--- src/rtl/fetch_unit_pkg.sv ---
// Shared types and constants for the fetch stage of the 9-bit accumulator core.
package fetch_unit_pkg;

    localparam int PC_W   = 10;
    localparam int LUT_AW = 5;
    localparam int OFF_W  = 5;

    typedef enum logic [1:0] {
        IDLE   = 2'd0,
        RUN    = 2'd1,
        HALTED = 2'd2,
        DONE   = 2'd3
    } fetch_state_t;

    localparam logic [PC_W-1:0] JUMP_TABLE [2**LUT_AW] = '{
        0: 10'd0,
        1: 10'd16,
        2: 10'd64,
        3: 10'd512,
        default: 10'd0
    };

endpackage

--- src/rtl/fetch_unit_jump_lut.sv ---
// Combinational jump-table lookup: jump index to absolute PC target.
module jump_lut
    import fetch_unit_pkg::*;
(
    input  logic [LUT_AW-1:0] jump_idx,
    output logic [PC_W-1:0]   target
);

    assign target = JUMP_TABLE[jump_idx];

endmodule

--- src/rtl/fetch_unit.sv ---
// PC / instruction-fetch stage: start, stall, halt, jump, branch and end-of-program sequencing.
// Optional FETCH_PERF_CNT_EN adds a saturating fetched-instruction counter (instr_cnt).
//
//   state  | meaning
//   IDLE   | out of reset, waiting for start
//   RUN    | fetching; prog_ctr word is valid
//   HALTED | halted by halt, PC frozen until start
//   DONE   | END_ADDR fetched without redirect, sticky
module fetch_unit
    import fetch_unit_pkg::*;
#(
    parameter logic [PC_W-1:0] START_ADDR = 10'd0,
    parameter logic [PC_W-1:0] END_ADDR   = 10'd1023
) (
    input  logic              Clk,
    input  logic              Reset_n,
    input  logic              start,
    input  logic              halt,
    input  logic              stall,
    input  logic              jump_en,
    input  logic [LUT_AW-1:0] jump_idx,
    input  logic              branch_en,
    input  logic              branch_cond,
    input  logic [OFF_W-1:0]  br_offset,
`ifdef FETCH_PERF_CNT_EN
    output logic [15:0]       instr_cnt,
`endif
    output logic [PC_W-1:0]   prog_ctr,
    output logic              running,
    output logic              done
);

    fetch_state_t    state_q, state_d;
    logic [PC_W-1:0] pc_q, pc_d;
    logic [PC_W-1:0] jump_target;
    logic [PC_W-1:0] offset_ext;

    jump_lut u_lut (
        .jump_idx (jump_idx),
        .target   (jump_target)
    );

    assign offset_ext = {{(PC_W-OFF_W){br_offset[OFF_W-1]}}, br_offset};

    always_ff @(posedge Clk or negedge Reset_n) begin
        if (!Reset_n) begin
            state_q <= IDLE;
            pc_q    <= '0;
        end else begin
            state_q <= state_d;
            pc_q    <= pc_d;
        end
    end

    always_comb begin
        state_d = state_q;
        pc_d    = pc_q;
        if (start) begin
            state_d = RUN;
            pc_d    = START_ADDR;
        end else if (state_q == RUN) begin
            if (halt) begin
                state_d = HALTED;
            end else if (stall) begin
                pc_d = pc_q;
            end else if (jump_en) begin
                pc_d = jump_target;
            end else if (branch_en) begin
                // a non-taken branch still advances, even at END_ADDR
                pc_d = branch_cond ? pc_q + offset_ext : pc_q + PC_W'(1);
            end else if (pc_q == END_ADDR) begin
                state_d = DONE;
            end else begin
                pc_d = pc_q + PC_W'(1);
            end
        end
    end

    assign prog_ctr = pc_q;
    assign running  = (state_q == RUN);
    assign done     = (state_q == DONE);

`ifdef FETCH_PERF_CNT_EN
    logic [15:0] cnt_q;

    always_ff @(posedge Clk or negedge Reset_n) begin
        if (!Reset_n) begin
            cnt_q <= '0;
        end else if (start) begin
            cnt_q <= '0;
        end else if (state_q == RUN && !halt && !stall && cnt_q != 16'hFFFF) begin
            cnt_q <= cnt_q + 16'd1;
        end
    end

    assign instr_cnt = cnt_q;
`endif

endmodule

--- config.mk ---
export PLATFORM = sky130hd
export DESIGN_NAME = fetch_unit
export DESIGN_NICKNAME = d
export VERILOG_FILES = /design/src/rtl/fetch_unit_pkg.sv /design/src/rtl/fetch_unit_jump_lut.sv /design/src/rtl/fetch_unit.sv
export SDC_FILE = /design/constraint.sdc
export NUM_CORES = 1
export LEC_CHECK = 0
export CELL_PAD_IN_SITES_DETAIL_PLACEMENT = 1
export CELL_PAD_IN_SITES_GLOBAL_PLACEMENT = 1
export CORE_MARGIN = 4
export CORE_UTILIZATION = 39
export DETAILED_ROUTE_END_ITERATION = 16
export PLACE_DENSITY = 0.94
export SLEW_MARGIN = 25
export SYNTH_ARGS = -nofsm -noshare
export SYNTH_HDL_FRONTEND = slang
export SYNTH_SLANG_ARGS = --single-unit
--- constraint.sdc ---
create_clock -name Clk -period 3.5 [get_ports Clk]
set_input_delay 0.7 -clock Clk [delete_from_list [all_inputs] [get_ports Clk]]
set_output_delay 0.7 -clock Clk [all_outputs]
set_load 0.02 [all_outputs]
==> run summary, run 1 <==
status: finished clean
Hold Path Class: flop to flop
Global Route Usage Sum: 0.218
M3 GR Usage: 0.0176
WS Path Type: primary input to flop
Post-route DRC: 0
cells after synthesis: 149
CTS Buffer Depth: 2
met1 usage: 0.268
Worst path top cell family by delay: compound AO/OA/AOI/OAI gates
Leak: 0.623 nW
final net count: 210
hold path depth: 1
synthesized area: 0.00122 mm^2
first-pass GRT wire length: 6980 um
share of cells above drive strength 1: 0.0778
Chip Width: 64.0 um
DRT Pass-1 Iters: 4
cell repeated most along the worst path: o21ai_0
Slew Viols, Final: 0
post-placement cell count: 220
top-area cell type share of the netlist area: 0.246
Worst slew margin: 0.604
vias in the first global route: 1396
maximum number of pins on one net before global-route repair: 13
number of H-tree levels: 1
crit path buf inv count: 2
routed via count: 1333
Post-Route Setup TNS: 0 ns
GP Congestion: 0.915
average wire per standard cell: 18.9 um
Worst Reg-to-Reg Cells: 9
Post-synth EDFFs: 0
RSZ-0062 raised after global routing: no
pwr/cell area: 252 mW/mm^2
Area Growth Syn to Fin: 29.9%
core area: 0.00303 mm^2
root buffer cell: clkbuf_4
period utilization: 0.794
top_reg_cell synth: dfrtp_1
Setup crit end kind: flop
DRT antenna net count: 0
Ports: 30
gr busiest metal: met2
slowest stage delay, CP: 0.45 ns
design area: 0.00159 mm^2
HPWL Detailed: 3310 um
Max VDD drop: 74.7 uV
Placement Cell Area: 0.00155 mm^2
Synth Net Count: 178
Crit path arrival time: 2.97 ns
Worst setup SP type: primary input
crit path max fanout: 3
Initial Util: 0.403
cells taking the most area after synthesis: dfrtp_1, ha_1, a21oi_1
Yosys reg bits: 12
FP Rows: 20
critical-path cell list: clkdlybuf4s50_1, ha_1, inv_1, fa_1, nor2b_1, o21a_1, o21ai_0, mux2i_1, o21ai_0, a311oi_1
CTS tree: yes
hold_buf cts: 0
clock latency on the worst-skew pair: 0.29 ns
TritonCTS Sinks: 12
DIE HEIGHT: 64.0 um
Antenna Cells: 0
initial antenna violation count: 0
PostCTS Resize Cnt: 0
clk slew on worst S/H paths: 0.09 ns
Worst path depth: 10
initial DRC count: 45
post-synth top area cell: dfrtp_1
final hold vios: 0
number of library cell types mapped by synthesis: 49
post-CTS setup buffer count: 0
highest-delay cell along the critical path: o21ai_0
fin cells: 224
Layout Skew: 0.00375 ns
final wirelength: 4240 um
M2 GR Usage: 0.381
share of the yosys chip area belonging to registers: 0.246
Final Util: 0.524
Mapped Avg Cell Area: 8.20 um^2
Worst-Margin Slew: 0.592 ns
PortBufs: 29
die area: 0.00409 mm^2
Async S/R FF share, synth: 1.00
yosys warns: 0
TritonCTS Buffers: 3
worst path required time: 3.69 ns
max-cap violations: 0
hold slack: 0.551 ns
Final Critical Period: 2.78 ns
grt ovf: 0
Via-to-Cell Ratio: 5.95
f_max: 360 MHz
# setup viols final: 0
-- per-layer routing --
metal | wire length, um | up-vias | share of wire
li1 | - | 623 | -
met1 | 1800 | 661 | 0.42
met2 | 2180 | 40 | 0.51
met3 | 165 | 9 | 0.039
met4 | 98 | 0 | 0.023
met5 | 0 | - | 0
-- flip-flops by register name (all words and copies together) (netlist names) --
| signal | flops |
|---|---|
| state_q | 2 |
| prog_ctr | 10 |
-- cell type report --
class | count | area, um^2
fillers | 387 | 1440
multi-input cells | 128 | 878
flip-flops and latches | 12 | 300
repair buffers | 29 | 290
well taps | 44 | 55.1
clock buffers | 4 | 36.3
inverters | 7 | 26.3
-- cells in the final DEF, fill, tap and decap left out, drive strengths merged, types with 2 or more instances in the layout --
master / instances
clkbuf: 4
or3: 2
nor2b: 2
o21a: 2
nor2: 11
a311oi: 2
and2: 4
o21ai: 14
nand2: 15
a211oi: 2
nor4: 2
o211ai: 2
o21bai: 2
and3: 3
nor3: 3
a31oi: 4
a21oi: 14
nand3: 5
o31ai: 2
dfrtp: 12
xor2: 3
xnor2: 4
inv: 7
nor3b: 2
ha: 10
clkdlybuf4s50: 29
-- synth_stat cells, types with 3 or more instances --
library cell,instances
dfrtp_1,12
xnor2_1,4
nand2_1,15
xor2_1,3
nor3_1,3
inv_1,7
nor2_1,11
ha_1,10
and2_1,3
o21ai_0,13
nand3_1,5
a31oi_1,3
a21oi_1,14
-- cell families after synthesis --
kind of cell / after synthesis / synth area share
compound gates: 51 / 0.272
flops: 12 / 0.246
mux: 1 / 0.00820
simple gates: 58 / 0.270
xor+xnor: 7 / 0.0502
fa+ha+maj: 11 / 0.119
buf+inv: 9 / 0.0348
-- stage by stage --
step	power [mW]	setup slack, ns
after detailed placement	0.282	0.403
after global routing	0.424	0.528
final	0.400	0.720
after global placement	0.274	0.529
after CTS	0.402	0.709
after floorplan	0.225	1.21
-- final timing paths --
check | slack (ns) | start | endpoint
min in group asynchronous | 0.78 | Reset_n | prog_ctr[7]
worst max register to register | 1.05 | prog_ctr[0] | prog_ctr[6]
worst min-delay path | 0.55 | state_q[0] | state_q[0]
max in group asynchronous | 2.34 | Reset_n | prog_ctr[5]
worst min register to register | 0.55 | state_q[0] | state_q[0]
worst max-delay path | 0.72 | br_offset[0] | prog_ctr[6]
-- power by group --
part	switching, mW	leakage (nW)	total [mW]	internal [mW]
combinational	0.0656	0.441	0.126	0.0603
sequential	0.0104	0.160	0.155	0.144
clock	0.0560	0.0210	0.119	0.0634
Note: power is estimated with default switching activity, not from simulation.
==> run 2, diff against run 1 <==
--- a/config.mk
+++ b/config.mk
@@ -8,9 +8,9 @@
 export CELL_PAD_IN_SITES_DETAIL_PLACEMENT = 1
 export CELL_PAD_IN_SITES_GLOBAL_PLACEMENT = 1
 export CORE_MARGIN = 4
-export CORE_UTILIZATION = 39
+export CORE_UTILIZATION = 36
 export DETAILED_ROUTE_END_ITERATION = 16
-export PLACE_DENSITY = 0.94
+export PLACE_DENSITY = 0.89
 export SLEW_MARGIN = 25
 export SYNTH_ARGS = -nofsm -noshare
 export SYNTH_HDL_FRONTEND = slang
==> constraint.sdc (replaced) <==
create_clock -name Clk -period 2.7 [get_ports Clk]
set_input_delay 0.54 -clock Clk [delete_from_list [all_inputs] [get_ports Clk]]
set_output_delay 0.54 -clock Clk [all_outputs]
set_load 0.02 [all_outputs]
==> run summary, run 2 (synthesis results as in run 1) <==
status: finished clean (unchanged)
fin cells: 233 (was 224)
f_max: 405 MHz
Worst Reg-to-Reg Cells: 9 (unchanged)
most frequent cells in the layout: clkdlybuf4s50_1, nand2_1, a21oi_1 (unchanged)
RSZ-0062 raised after global routing: no (unchanged)
Worst-Margin Slew: 0.584 ns (was 0.592 ns)
hold_buf cts: 0 (unchanged)
pwr/cell area: 299 mW/mm^2 (was 252 mW/mm^2)
share of cells above drive strength 1: 0.122 (was 0.0778)
maximum number of pins on one net before global-route repair: 13 (unchanged)
Post-route DRC: 0 (unchanged)
Power Total: 0.493 mW (was 0.400 mW)
die area: 0.00439 mm^2 (was 0.00409 mm^2)
CTS tree: yes (unchanged)
PostCTS Resize Cnt: 0 (unchanged)
Worst setup SP type: primary input (unchanged)
crit path max fanout: 3 (unchanged)
FP Rows: 20 (unchanged)
hold path depth: 1 (unchanged)
clock latency on the worst-skew pair: 0.29 ns (about the same)
number of H-tree levels: 1 (unchanged)
Largest register FFs: 10 (unchanged)
PortBufs: 29 (unchanged)
Setup crit end kind: flop (unchanged)
fillers: 400 (was 387)
max-cap violations: 0 (unchanged)
Slew Viols, Final: 0 (unchanged)
final wirelength: 4300 um (was 4240 um)
Initial Util: 0.387 (was 0.403)
vias in the first global route: 1433 (was 1396)
final hold vios: 0 (unchanged)
Via-to-Cell Ratio: 5.91 (was 5.95)
HPWL Detailed: 3500 um (was 3310 um)
initial DRC count: 54 (was 45)
Antenna Cells: 0 (unchanged)
Worst slew margin: 0.609 (was 0.604)
TritonCTS Buffers: 3 (unchanged)
Max VDD drop: 111 uV (was 74.7 uV)
post-CTS setup buffer count: 0 (unchanged)
Leak: 0.664 nW (was 0.623 nW)
GP Congestion: 0.932 (was 0.915)
DRT Pass-1 Iters: 4 (unchanged)
# setup viols final: 0 (unchanged)
Global Route Usage Sum: 0.215 (was 0.218)
final net count: 220 (was 210)
core area: 0.00315 mm^2 (was 0.00303 mm^2)
initial antenna violation count: 0 (unchanged)
grt ovf: 0 (unchanged)
slowest stage delay, CP: 0.46 ns (was 0.45 ns)
DRT antenna net count: 0 (unchanged)
reg2reg start: prog_ctr[0] (unchanged)
Hold Path Class: flop to flop (unchanged)
Chip Width: 66.2 um (was 64.0 um)
Final Critical Period: 2.47 ns
Ports: 30 (unchanged)
worst reg2reg setup slack: 0.46 ns (was 1.05 ns)
root buffer cell: clkbuf_4 (unchanged)
WHS Endpoint: state_q[0] (unchanged)
DIE HEIGHT: 66.2 um (was 64.0 um)
area of the multi-input gates: 878 um^2 (unchanged)
worst path required time: 2.86 ns (was 3.69 ns)
first-pass GRT wire length: 7070 um (was 6980 um)
clk slew on worst S/H paths: 0.08 ns (was 0.09 ns)
highest-delay cell along the critical path: clkdlybuf4s50_1 (was o21ai_0)
CTS Buffer Depth: 2 (unchanged)
Layout Skew: 0.00490 ns (was 0.00375 ns)
critical-path cell list: clkdlybuf4s50_1, ha_1, inv_1, fa_1, nor2b_1, o21a_1, o21ai_0, a311oi_1, o31ai_1 (was clkdlybuf4s50_1, ha_1, inv_1, fa_1, nor2b_1, o21a_1, o21ai_0, mux2i_1, o21ai_0, a311oi_1)
Post-Route Setup TNS: 0 ns (unchanged)
routed via count: 1377 (was 1333)
R2R Path End: prog_ctr[6] (unchanged)
WS Path Type: primary input to flop (unchanged)
commonest non-fill, non-tap cell in the layout: clkdlybuf4s50_1 (unchanged)
hold path start: state_q[0] (unchanged)
register area: 300 um^2 (unchanged)
Crit path arrival time: 2.63 ns (was 2.97 ns)
average wire per standard cell: 18.4 um (was 18.9 um)
Area Growth Syn to Fin: 34.9% (was 29.9%)
period utilization: 0.915
TritonCTS Sinks: 12 (unchanged)
post-placement cell count: 230 (was 220)
run 2: cell types whose count changed in the layout (fill, tap and decap cells not counted):
cell	previous run	this run
buf_4	0	10
clkbuf_8	1	0
run 2: metal layers:
metal / global-route usage / vias up / wire, um
met5: 0 / - / 0
met4: 0.117 / 0 / 127
met3: 0.0221 / 15 / 237
met2: 0.364 / 50 / 2130
met1: 0.263 / 671 / 1800
li1: - / 641 / -
run 2: per-stage QoR:
stage                     utilization  setup slack, ns  cell area (um^2)  hold WS, ns
after global routing            0.523           0.0454              1650        0.598
after detailed placement        0.515          -0.0738              1630        0.548
after global placement          0.515          -0.0245              1630        0.515
after floorplan                     -            0.574              1220        0.244
final                           0.523            0.231              1650        0.560
after CTS                       0.523            0.223              1650        0.561
run 2: worst max-delay path by stage:
stage | start | end | slack [ns] | depth (start not counted)
CTS | br_offset[0] | prog_ctr[6] | 0.22 | 10
finish | br_offset[0] | prog_ctr[4] | 0.23 | 9
detailed placement | br_offset[0] | prog_ctr[6] | -0.07 | 10
global route | br_offset[0] | prog_ctr[6] | 0.05 | 10
floorplan | br_offset[3] | prog_ctr[9] | 0.57 | 7
global placement | br_offset[4] | prog_ctr[9] | -0.02 | 8
run 2: final cells by class:
class | count | area share
Tap cell | 44 | 0.0334
Multi-Input combinational cell | 128 | 0.533
Timing Repair Buffer | 39 | 0.222
Sequential cell | 12 | 0.182
Inverter | 7 | 0.0159
Clock buffer | 3 | 0.0137
run 2: power breakdown:
part | total, mW | switching [mW] | leakage, nW | internal, mW
Clock | 0.118 | 0.0663 | 0.0138 | 0.0519
Combinational | 0.175 | 0.0876 | 0.489 | 0.0871
Sequential | 0.200 | 0.0124 | 0.160 | 0.187
run 2: worst max-delay path: cells and delay by family:
family	cells	cell delay (ns)
buffers and inverters	2	0.53
AND/OR/NAND/NOR	1	0.14
adder cells (fa/ha/maj)	2	0.59
AO/OA/AOI/OAI	4	0.82
==> run 3, diff against run 2 <==
--- a/config.mk
+++ b/config.mk
@@ -5,12 +5,10 @@
 export SDC_FILE = /design/constraint.sdc
 export NUM_CORES = 1
 export LEC_CHECK = 0
-export CELL_PAD_IN_SITES_DETAIL_PLACEMENT = 1
-export CELL_PAD_IN_SITES_GLOBAL_PLACEMENT = 1
 export CORE_MARGIN = 4
-export CORE_UTILIZATION = 36
+export CORE_UTILIZATION = 49
 export DETAILED_ROUTE_END_ITERATION = 16
-export PLACE_DENSITY = 0.89
+export PLACE_DENSITY = 0.88
 export SLEW_MARGIN = 25
 export SYNTH_ARGS = -nofsm -noshare
 export SYNTH_HDL_FRONTEND = slang
==> run summary, run 3 (synthesis results as in run 1) <==
first-pass GRT wire length: 5910 um (was 7070 um)
CTS Buffer Depth: 2 (unchanged)
period utilization: 0.917 (was 0.915)
final net count: 217 (was 220)
crit path max fanout: 5 (was 3)
Crit path arrival time: 2.64 ns (was 2.63 ns)
RSZ-0062 raised after global routing: no (unchanged)
commonest non-fill, non-tap cell in the layout: clkdlybuf4s50_1 (unchanged)
Slew Viols, Final: 0 (unchanged)
Global Route Usage Sum: 0.226 (was 0.215)
share of cells above drive strength 1: 0.112 (was 0.122)
Worst slew margin: 0.623 (was 0.609)
Post-route DRC: 0 (unchanged)
core area: 0.00230 mm^2 (was 0.00315 mm^2)
final wirelength: 3580 um (was 4300 um)
DRT Pass-1 Iters: 5 (was 4)
TritonCTS Buffers: 3 (unchanged)
pwr/cell area: 321 mW/mm^2 (was 299 mW/mm^2)
clock latency on the worst-skew pair: 0.29 ns (about the same)
FP Rows: 17 (was 20)
clk slew on worst S/H paths: 0.08 ns (about the same)
Initial Util: 0.532 (was 0.387)
Placement Cell Area: 0.00158 mm^2 (was 0.00163 mm^2)
PortBufs: 29 (unchanged)
Worst-Margin Slew: 0.563 ns (was 0.584 ns)
hold slack: 0.556 ns (was 0.560 ns)
Max VDD drop: 238 uV (was 111 uV)
fillers: 203 (was 400)
WS Path Type: primary input to flop (unchanged)
Area Growth Syn to Fin: 32.6% (was 34.9%)
M1 WL: 1470 um (was 1800 um)
number of H-tree levels: 1 (unchanged)
Antenna Cells: 0 (unchanged)
initial antenna violation count: 0 (unchanged)
slowest stage delay, CP: 0.44 ns (was 0.46 ns)
most frequent cells in the layout: clkdlybuf4s50_1, nand2_1, a21oi_1 (unchanged)
PostCTS Resize Cnt: 0 (unchanged)
grt ovf: 0 (unchanged)
GP Congestion: 0.914 (was 0.932)
# setup viols final: 0 (unchanged)
Power Total: 0.519 mW (was 0.493 mW)
max-cap violations: 0 (unchanged)
DIE HEIGHT: 57.9 um (was 66.2 um)
Chip Width: 57.9 um (was 66.2 um)
initial DRC count: 44 (was 54)
status: finished clean (unchanged)
Largest register FFs: 10 (unchanged)
DRT antenna net count: 0 (unchanged)
die area: 0.00335 mm^2 (was 0.00439 mm^2)
TritonCTS Sinks: 12 (unchanged)
hold_buf cts: 0 (unchanged)
Leak: 0.656 nW (was 0.664 nW)
Final Critical Period: 2.48 ns (was 2.47 ns)
maximum number of pins on one net before global-route repair: 13 (unchanged)
Via-to-Cell Ratio: 6.17 (was 5.91)
vias in the first global route: 1306 (was 1433)
critical-path cell list: clkdlybuf4s50_1, ha_1, nand3_1, o2111a_1, or3_1, a21oi_1, o2111ai_1, nor3b_2 (was clkdlybuf4s50_1, ha_1, inv_1, fa_1, nor2b_1, o21a_1, o21ai_0, a311oi_1, o31ai_1)
final hold vios: 0 (unchanged)
routed via count: 1327 (was 1377)
Setup crit end kind: flop (unchanged)
metal2 WL: 1740 um (was 2130 um)
highest-delay cell along the critical path: clkdlybuf4s50_1 (unchanged)
root buffer cell: clkbuf_4 (unchanged)
CTS tree: yes (unchanged)
Hold Path Class: flop to flop (unchanged)
worst path required time: 2.87 ns (was 2.86 ns)
design area: 0.00162 mm^2 (was 0.00165 mm^2)
top layer in use: met4 (unchanged)
f_max: 404 MHz (was 405 MHz)
Worst setup SP type: primary input (unchanged)
post-CTS setup buffer count: 0 (unchanged)
HPWL Detailed: 2820 um (was 3500 um)
average wire per standard cell: 16.6 um (was 18.4 um)
Post-Route Setup TNS: 0 ns (unchanged)
met3 routed WL: 321 um (was 237 um)
Ports: 30 (unchanged)
Layout Skew: 0.00401 ns (was 0.00490 ns)
run 3: cell types whose count changed in the layout (fill, tap and decap cells not counted), sizes merged:
cell / previous run / this run
clkbuf: 3 / 4
buf: 10 / 7
run 3: final timing paths:
kind,start,to,slack (ns),cells past startpoint
worst max-delay path,br_offset[4],prog_ctr[9],0.22,8
worst min-delay path,state_q[0],state_q[0],0.56,1
worst max register to register,prog_ctr[3],prog_ctr[9],0.40,7
worst min register to register,state_q[0],state_q[0],0.56,1
max in group asynchronous,Reset_n,state_q[0],1.72,1
min in group asynchronous,Reset_n,prog_ctr[0],0.61,1
run 3: routing by layer:
layer  global-route usage  vias to the layer above
met5                    0                        -
li1                     -                      641
met3               0.0468                        5
met2                0.356                       85
met1                0.289                      596
met4                0.119                        0
run 3: through the flow:
| step | std cells | worst slack, ns | util |
|---|---|---|---|
| final | 215 | 0.223 | 0.705 |
| after global routing | 215 | 0.102 | 0.705 |
| after CTS | 215 | 0.229 | 0.705 |
| after detailed placement | 211 | -0.0536 | 0.689 |
| after global placement | 211 | -0.00886 | 0.689 |
| after floorplan | 149 | 0.574 | - |
run 3: worst max-delay path: cells and delay by family:
| family | cells | cell delay, ns |
|---|---|---|
| adder cells (fa/ha/maj) | 1 | 0.36 |
| buffers and inverters | 1 | 0.44 |
| AO/OA/AOI/OAI | 3 | 0.67 |
| AND/OR/NAND/NOR | 3 | 0.62 |
run 3: final cells by class:
type	instances	area (um^2)	area share
inverter	7	26.3	0.0162
clock buffer	4	36.3	0.0224
multi-input combinational	128	878	0.543
timing repair buffer	36	343	0.212
sequential	12	300	0.185
tap	28	35.0	0.0216
run 3: where the power goes:
group          switching [mW]  total, mW  leakage, nW  internal (mW)
clock                  0.0687      0.151       0.0210         0.0823
sequential             0.0135      0.201        0.160          0.187
combinational          0.0821      0.168        0.475         0.0855
total                   0.164      0.519        0.656          0.355
